`config.mk`:
```
export PLATFORM = sky130hd
export DESIGN_NAME = iob_uart_poller
export DESIGN_NICKNAME = d
export VERILOG_FILES = /design/src/rtl/iob_uart_poller_pkg.sv /design/src/rtl/iob_uart_poller_fifo.sv /design/src/rtl/iob_uart_poller.sv
export SDC_FILE = /design/constraint.sdc
export NUM_CORES = 1
export LEC_CHECK = 0
export CORE_UTILIZATION = 25
export CTS_CLUSTER_DIAMETER = 80
export DETAILED_ROUTE_END_ITERATION = 7
export DONT_BUFFER_PORTS = 1
export GPL_TIMING_DRIVEN = 0
export SETUP_SLACK_MARGIN = 0.15
export SYNTH_ARGS = -nofsm -noshare
export SYNTH_HDL_FRONTEND = slang
export SYNTH_HIERARCHICAL = 1
export SYNTH_SLANG_ARGS = --single-unit
```
`constraint.sdc`:
```
create_clock -name clk -period 3.31 [get_ports clk]
set_clock_uncertainty 0.05 [all_clocks]
set_input_delay 0.662 -clock clk [delete_from_list [all_inputs] [get_ports clk]]
set_output_delay 0.662 -clock clk [all_outputs]
set_load 0.05 [all_outputs]
```
`src/rtl/iob_uart_poller_pkg.sv`:
```
// Shared UART register map, poller state encoding and FIFO sizing helper.
// Pure definitions: no logic, no latency, no flow control.
package iob_uart_poller_pkg;

    // Word addresses of the iob_uart software register bank.
    localparam logic [2:0] DIV_ADDR     = 3'd1;
    localparam logic [2:0] TXDATA_ADDR  = 3'd2;
    localparam logic [2:0] TXEN_ADDR    = 3'd3;
    localparam logic [2:0] RXEN_ADDR    = 3'd4;
    localparam logic [2:0] TXREADY_ADDR = 3'd5;
    localparam logic [2:0] RXREADY_ADDR = 3'd6;
    localparam logic [2:0] RXDATA_ADDR  = 3'd7;

    typedef enum logic [2:0] {
        INIT_DIV,
        INIT_TXEN,
        INIT_RXEN,
        POLL_RX,
        READ_RX,
        POLL_TX,
        WRITE_TX
    } state_t;

    // Occupancy counter must hold the value DEPTH itself, hence the extra bit.
    function automatic int cnt_width(input int depth);
        return $clog2(depth) + 1;
    endfunction

endpackage

```
`src/rtl/iob_uart_poller_fifo.sv`:
```
// Byte FIFO: push lands next cycle, head is combinational from storage.
// Push is taken when not full or when a pop happens in the same cycle; pop of an empty FIFO is ignored.
module iob_uart_poller_fifo
    import iob_uart_poller_pkg::*;
#(
    parameter int DEPTH = 4,
    parameter int W     = 8
) (
    input  logic         clk,
    input  logic         reset,
    input  logic         i_push,
    input  logic [W-1:0] i_push_dat,
    input  logic         i_pop,
    output logic [W-1:0] o_head_dat,
    output logic         o_empty,
    output logic         o_full
);

    localparam int PTR_W = $clog2(DEPTH);
    localparam int CNT_W = cnt_width(DEPTH);

    logic [W-1:0]     r_mem [DEPTH];
    logic [PTR_W-1:0] r_wr_ptr;
    logic [PTR_W-1:0] r_rd_ptr;
    logic [CNT_W-1:0] r_count;

    logic w_push;
    logic w_pop;

    assign o_empty    = (r_count == '0);
    assign o_full     = (r_count == CNT_W'(DEPTH));
    assign o_head_dat = r_mem[r_rd_ptr];

    // A pop frees the slot the push needs, so a full FIFO still accepts.
    assign w_pop  = i_pop & ~o_empty;
    assign w_push = i_push & (~o_full | w_pop);

    always_ff @(posedge clk) begin
        if (reset) begin
            r_wr_ptr <= '0;
            r_rd_ptr <= '0;
            r_count  <= '0;
        end else begin
            if (w_push) begin
                r_wr_ptr <= r_wr_ptr + PTR_W'(1);
            end
            if (w_pop) begin
                r_rd_ptr <= r_rd_ptr + PTR_W'(1);
            end
            r_count <= r_count + CNT_W'(w_push) - CNT_W'(w_pop);
        end
    end

    always_ff @(posedge clk) begin
        if (w_push) begin
            r_mem[r_wr_ptr] <= i_push_dat;
        end
    end

endmodule

```
`src/rtl/iob_uart_poller.sv`:
```
// Configures an iob_uart, then alternately polls RX and TX, moving bytes through two small FIFOs.
// One bus transfer in flight, request registered, idle cycle after each completion; RX stalls when its FIFO is full, tx_ready_o drops when TX is full.
module iob_uart_poller
    import iob_uart_poller_pkg::*;
#(
    parameter int          ADDR_W     = 3,
    parameter int          DATA_W     = 32,
    parameter logic [15:0] BAUD_DIV   = 16'd100,
    parameter int          FIFO_DEPTH = 4
) (
    input  logic                clk,
    input  logic                reset,
    output logic                iob_valid_o,
    output logic [ADDR_W-1:0]   iob_addr_o,
    output logic [DATA_W-1:0]   iob_wdata_o,
    output logic [DATA_W/8-1:0] iob_wstrb_o,
    input  logic [DATA_W-1:0]   iob_rdata_i,
    input  logic                iob_ready_i,
    output logic [7:0]          rx_data_o,
    output logic                rx_valid_o,
    input  logic                rx_ready_i,
    input  logic [7:0]          tx_data_i,
    input  logic                tx_valid_i,
    output logic                tx_ready_o,
    output logic                init_done_o
);

    localparam int STRB_W = DATA_W / 8;

    state_t              r_state;
    logic                r_valid;
    logic [ADDR_W-1:0]   r_addr;
    logic [DATA_W-1:0]   r_wdata;
    logic [STRB_W-1:0]   r_wstrb;
    logic                r_init_done;

    logic                w_done;
    logic                w_rx_push;
    logic                w_rx_pop;
    logic                w_rx_empty;
    logic                w_rx_full;
    logic                w_tx_push;
    logic                w_tx_pop;
    logic                w_tx_empty;
    logic                w_tx_full;
    logic [7:0]          w_tx_head;
    logic [ADDR_W-1:0]   w_req_addr;
    logic [DATA_W-1:0]   w_req_wdata;
    logic [STRB_W-1:0]   w_req_wstrb;
    logic                w_unused_rdata;

    assign iob_valid_o = r_valid;
    assign iob_addr_o  = r_addr;
    assign iob_wdata_o = r_wdata;
    assign iob_wstrb_o = r_wstrb;
    assign init_done_o = r_init_done;

    assign w_done    = r_valid & iob_ready_i;
    assign w_rx_push = (r_state == READ_RX) & w_done;
    assign w_rx_pop  = rx_valid_o & rx_ready_i;
    assign w_tx_push = tx_valid_i & tx_ready_o;
    assign w_tx_pop  = (r_state == WRITE_TX) & w_done;

    assign rx_valid_o = ~w_rx_empty;
    // Bytes offered before the UART is configured are held off, not buffered.
    assign tx_ready_o = ~w_tx_full & r_init_done;

    assign w_unused_rdata = ^iob_rdata_i[DATA_W-1:8];

    iob_uart_poller_fifo #(
        .DEPTH (FIFO_DEPTH),
        .W     (8)
    ) u_rx_fifo (
        .clk        (clk),
        .reset      (reset),
        .i_push     (w_rx_push),
        .i_push_dat (iob_rdata_i[7:0]),
        .i_pop      (w_rx_pop),
        .o_head_dat (rx_data_o),
        .o_empty    (w_rx_empty),
        .o_full     (w_rx_full)
    );

    iob_uart_poller_fifo #(
        .DEPTH (FIFO_DEPTH),
        .W     (8)
    ) u_tx_fifo (
        .clk        (clk),
        .reset      (reset),
        .i_push     (w_tx_push),
        .i_push_dat (tx_data_i),
        .i_pop      (w_tx_pop),
        .o_head_dat (w_tx_head),
        .o_empty    (w_tx_empty),
        .o_full     (w_tx_full)
    );

    // Request each state would issue; latched only when no transfer is in flight.
    always_comb begin
        w_req_addr  = '0;
        w_req_wdata = '0;
        w_req_wstrb = '0;
        case (r_state)
            INIT_DIV: begin
                w_req_addr  = ADDR_W'(DIV_ADDR);
                w_req_wdata = DATA_W'(BAUD_DIV);
                w_req_wstrb = STRB_W'(2'b11);
            end
            INIT_TXEN: begin
                w_req_addr  = ADDR_W'(TXEN_ADDR);
                w_req_wdata = DATA_W'(1);
                w_req_wstrb = STRB_W'(1'b1);
            end
            INIT_RXEN: begin
                w_req_addr  = ADDR_W'(RXEN_ADDR);
                w_req_wdata = DATA_W'(1);
                w_req_wstrb = STRB_W'(1'b1);
            end
            POLL_RX:  w_req_addr = ADDR_W'(RXREADY_ADDR);
            READ_RX:  w_req_addr = ADDR_W'(RXDATA_ADDR);
            POLL_TX:  w_req_addr = ADDR_W'(TXREADY_ADDR);
            WRITE_TX: begin
                w_req_addr  = ADDR_W'(TXDATA_ADDR);
                w_req_wdata = DATA_W'(w_tx_head);
                w_req_wstrb = STRB_W'(1'b1);
            end
            default: ;
        endcase
    end

    always_ff @(posedge clk) begin
        if (reset) begin
            r_state     <= INIT_DIV;
            r_valid     <= 1'b0;
            r_addr      <= '0;
            r_wdata     <= '0;
            r_wstrb     <= '0;
            r_init_done <= 1'b0;
        end else if (!r_valid) begin
            if (r_state == POLL_TX && w_tx_empty) begin
                r_state <= POLL_RX;
            end else begin
                r_valid <= 1'b1;
                r_addr  <= w_req_addr;
                r_wdata <= w_req_wdata;
                r_wstrb <= w_req_wstrb;
            end
        end else if (iob_ready_i) begin
            r_valid <= 1'b0;
            r_wstrb <= '0;
            case (r_state)
                INIT_DIV:  r_state <= INIT_TXEN;
                INIT_TXEN: r_state <= INIT_RXEN;
                INIT_RXEN: begin
                    r_state     <= POLL_RX;
                    r_init_done <= 1'b1;
                end
                // RX FIFO can only fill here, so checking it at poll time is safe.
                POLL_RX:   r_state <= (iob_rdata_i[0] && !w_rx_full) ? READ_RX : POLL_TX;
                READ_RX:   r_state <= POLL_TX;
                POLL_TX:   r_state <= iob_rdata_i[0] ? WRITE_TX : POLL_RX;
                WRITE_TX:  r_state <= POLL_RX;
                default:   r_state <= INIT_DIV;
            endcase
        end
    end

endmodule

```
==> results.yml <==
clock_network:
  ctsRootBufferMaster: "clkbuf_16"
  cts_hold_buf: 0
  clock-sinks: 100
  cts_buffers: 9
  h-tree-depth: 3
  path_clk_slew_ps: 70
  cts_tree: "built"
  cts_buffer_depth: 2
  insertion_delay_ps: 340
logic_synthesis:
  synth.distinct_cells: 50
  avgSynthCellArea_um2: 14.0
  ys_top_cells_by_area: "edfxtp_1, dfxtp_1, mux4_2"
  synth_ff_type: "edfxtp_1"
  synth-seq-cells: 100
  mappedNetlistArea_mm2: 0.00442
  yosysTopAreaCellShare_pct: 43.5
  postSynthCellCount: 316
  synth_area_leader_cell: "edfxtp_1"
  synth_enable_flop_cells: 64
  async_reset_ff_share_pct: 0
  synth_warnings: 6
  ys_seq_area_share_pct: 59.8
route:
  via_per_inst: 4.26
  dr.pass1.iters: 4
  avgRoutedWirePerCell_um: 14.2
  dr_total_vias: 2477
  wl_um: 8290
  drt-initial-drc-count: 116
  ant_nets: 0
  route.detailed.drc: 0
timing:
  finalCriticalPeriod_ps: 2950
  layout_worst_path_cycle_share_pct: 89.1
  report.final.slew_viol_count: 0
  tightest_slew_ps: 600
  finalHoldViolations: 0
  rsz0062_at_grt: "no"
  fmax_mhz: 339
  slew_headroom_pct: 60.0
  setup_viol: 0
  hold_ws_ps: 361
flow_run:
  drv_cap: 0
setup_path:
  r2r_cells: 10
  crit_type: "reg -> reg"
  required_ps: 3480
  critical_path.most_common_cell: "xnor2_1"
  cp_num_buf_inv: 1
  cp.depth: 10
  critical_path.max_fanout: 10
  cpMaxStageDelayCell: "dfxtp_2"
  cp-start-kind: "flip-flop"
  cp.arrival_ps: 3120
  worstPathCellList: "buf_2 > nand2_1 > nor3_1 > or2_1 > a21bo_2 > ha_1 > fa_1 > xnor2_1 > xnor2_1 > nor2_1"
  slowest_delay_ps: 570
  cp-end-kind: "flip-flop"
  worst_path_dominant_cell_family: "simple AND/OR/NAND/NOR gates"
global_routing:
  use_met1_pct: 10.7
  grt_pass1_vias: 2562
  top_usage_layer: "met2"
  grt_pass1_wl_um: 13100
  grt_use_total_pct: 9.60
  grt_use_met3_pct: 5.22
  grt_max_degree: 18
  met2_usage_pct: 15.4
  globalRouteOverflowTotal: 0
  antenna_found_initial: 0
power:
  p_int_mw: 1.90
  seq_power_share_pct: 55.4
  ir_worst_vdd_mv: 0.269
  p_leak_nw: 1.79
  p_clk_share_pct: 38.4
  pwr-share-comb_pct: 6.2
  p_switching_mw: 0.613
  cellPowerDensity_mw_per_mm2: 493
  switching_share_pct: 24.4
  total_power_mw: 2.51
outcome:
  outcome: "finished, final reports clean"
cells_and_area:
  diodes: 0
  nets: 411
  area_growth_syn_to_layout_pct: 15.0
  drive_above_1_share_pct: 24.9
  fin_util_pct: 29.4
  fin_cells: 582
  fillers: 1735
die:
  chipWidth_um: 135
  die_area_mm2: 0.0182
  die_height_um: 135
  rows: 48
  core_mm2: 0.0173
  initial_core_util_pct: 25.6
  io_pins: 96
placement:
  hpwl_um: 6000
  port_buffers: 0
  dp_cells: 566
  routabilityCongestion: 0.839
min_path:
  min_path_cells: 0
  hold_class: "in -> reg"
worst reg2reg max path, cell delays in order, from the launching register on:
cell     delay, ps
dfxtp_2        570
buf_2          290
nand2_1        230
nor3_1         330
or2_1          200
a21bo_2        230
ha_1           180
fa_1           380
xnor2_1        170
xnor2_1        140
nor2_1          50
power groups by stage:
stage / Combinational, mW / Sequential (mW) / Clock, mW
4_1_cts: 0.153 / 1.39 / 1.00
2_1_floorplan: 0.139 / 1.41 / 0
5_1_grt: 0.167 / 1.39 / 1.05
3_3_place_gp: 0.151 / 1.42 / 0
3_5_place_dp: 0.153 / 1.42 / 0
6_report: 0.155 / 1.39 / 0.963
routing by layer:
layer / vias up / part of all wire [%]
met1: 1190 / 40
li1: 1187 / -
met4: 0 / 1.6
met5: - / 0
met2: 90 / 47
met3: 10 / 12
stage by stage:
stage          area, um^2  setup TNS [ps]  setup WS, ps
4_1_cts              5070               0           235
2_1_floorplan        4520               0           223
5_1_grt              5080               0           181
3_3_place_gp         4800               0          42.2
3_5_place_dp         4800           -8.95         -8.95
6_report             5080               0           362
cell type report:
type | count | area, um^2 | share of cell area [%]
multi-input combinational | 187 | 1570 | 30.9
buffer | 41 | 265 | 5.22
clock inverter | 7 | 48.8 | 0.960
sequential | 100 | 2640 | 52.0
inverter | 13 | 48.8 | 0.960
clock buffer | 9 | 225 | 4.43
tap | 225 | 282 | 5.54
Yosys cell counts (all sizes together), types with 3 or more instances:
cell type and count:
xnor2 5, and2 10, dfxtp 36, nand2 4, mux4 16, buf 37, nor2b 8, and3 3
o21ai 12, nand2b 6, a21oi 13, nor3 4, nor2 18, inv 13, mux2i 3, xor2 5
nor3b 3, ha 12, nand3 4, or4b 4, clkbuf 4, edfxtp 64, o211ai 3
flip-flops by register name (all words and copies together), names as in the netlist, 3 cells and up, named ones only:
register	cells
u_tx_fifo/r_count	3
iob_wdata_o	8
u_rx_fifo/r_mem	32
iob_addr_o	3
u_tx_fifo/r_mem	32
r_state	3
u_rx_fifo/r_count	3
placed cells by master (no fill, tap or decap), types with 3 or more instances in the layout:
cell type	count
clkbuf_1	3
buf_4	27
ha_1	12
xnor2_1	5
inv_6	3
nand2b_1	6
dfxtp_1	35
nand2_1	3
nor2_1	18
conb_1	26
or4b_1	4
edfxtp_1	64
clkbuf_16	9
nor2b_1	7
mux2i_1	3
mux4_2	16
buf_2	7
inv_1	13
o211ai_1	3
a21oi_1	13
buf_1	3
o21ai_0	12
and2_2	8
and3_1	3
nor3_1	3
nand3_1	4
xor2_1	5
final timing paths:
kind	startpoint	end	slack [ps]
worst max-delay path	iob_valid_o$_SDFF_PP0_	u_rx_fifo/r_count[2]$_SDFF_PP0_	360
worst min-delay path	tx_data_i[4]	u_tx_fifo/r_mem[1][4]$_DFFE_PP_	360
worst max register to register	iob_valid_o$_SDFF_PP0_	u_rx_fifo/r_count[2]$_SDFF_PP0_	360
worst min register to register	u_rx_fifo/r_wr_ptr[1]$_SDFFE_PP0P_	u_rx_fifo/r_wr_ptr[1]$_SDFFE_PP0P_	470
cell families after synthesis:
group                      synth area share, %
DFF                                       59.8
muxes                                     9.51
and+or+nand+nor                           9.96
AOI/OAI and AO/OA                         7.30
buffers and inverters                     7.10
adders and majority gates                 4.30
xor gates and xnor gates                  1.98
other                                   0.0848
what timing repair did:
action / CTS / global route
resized for setup: 2 / 2
endpoints found under the setup margin: 3 / 2
setup buffers: 0 / 0
Power figures use the tool's default switching activity.
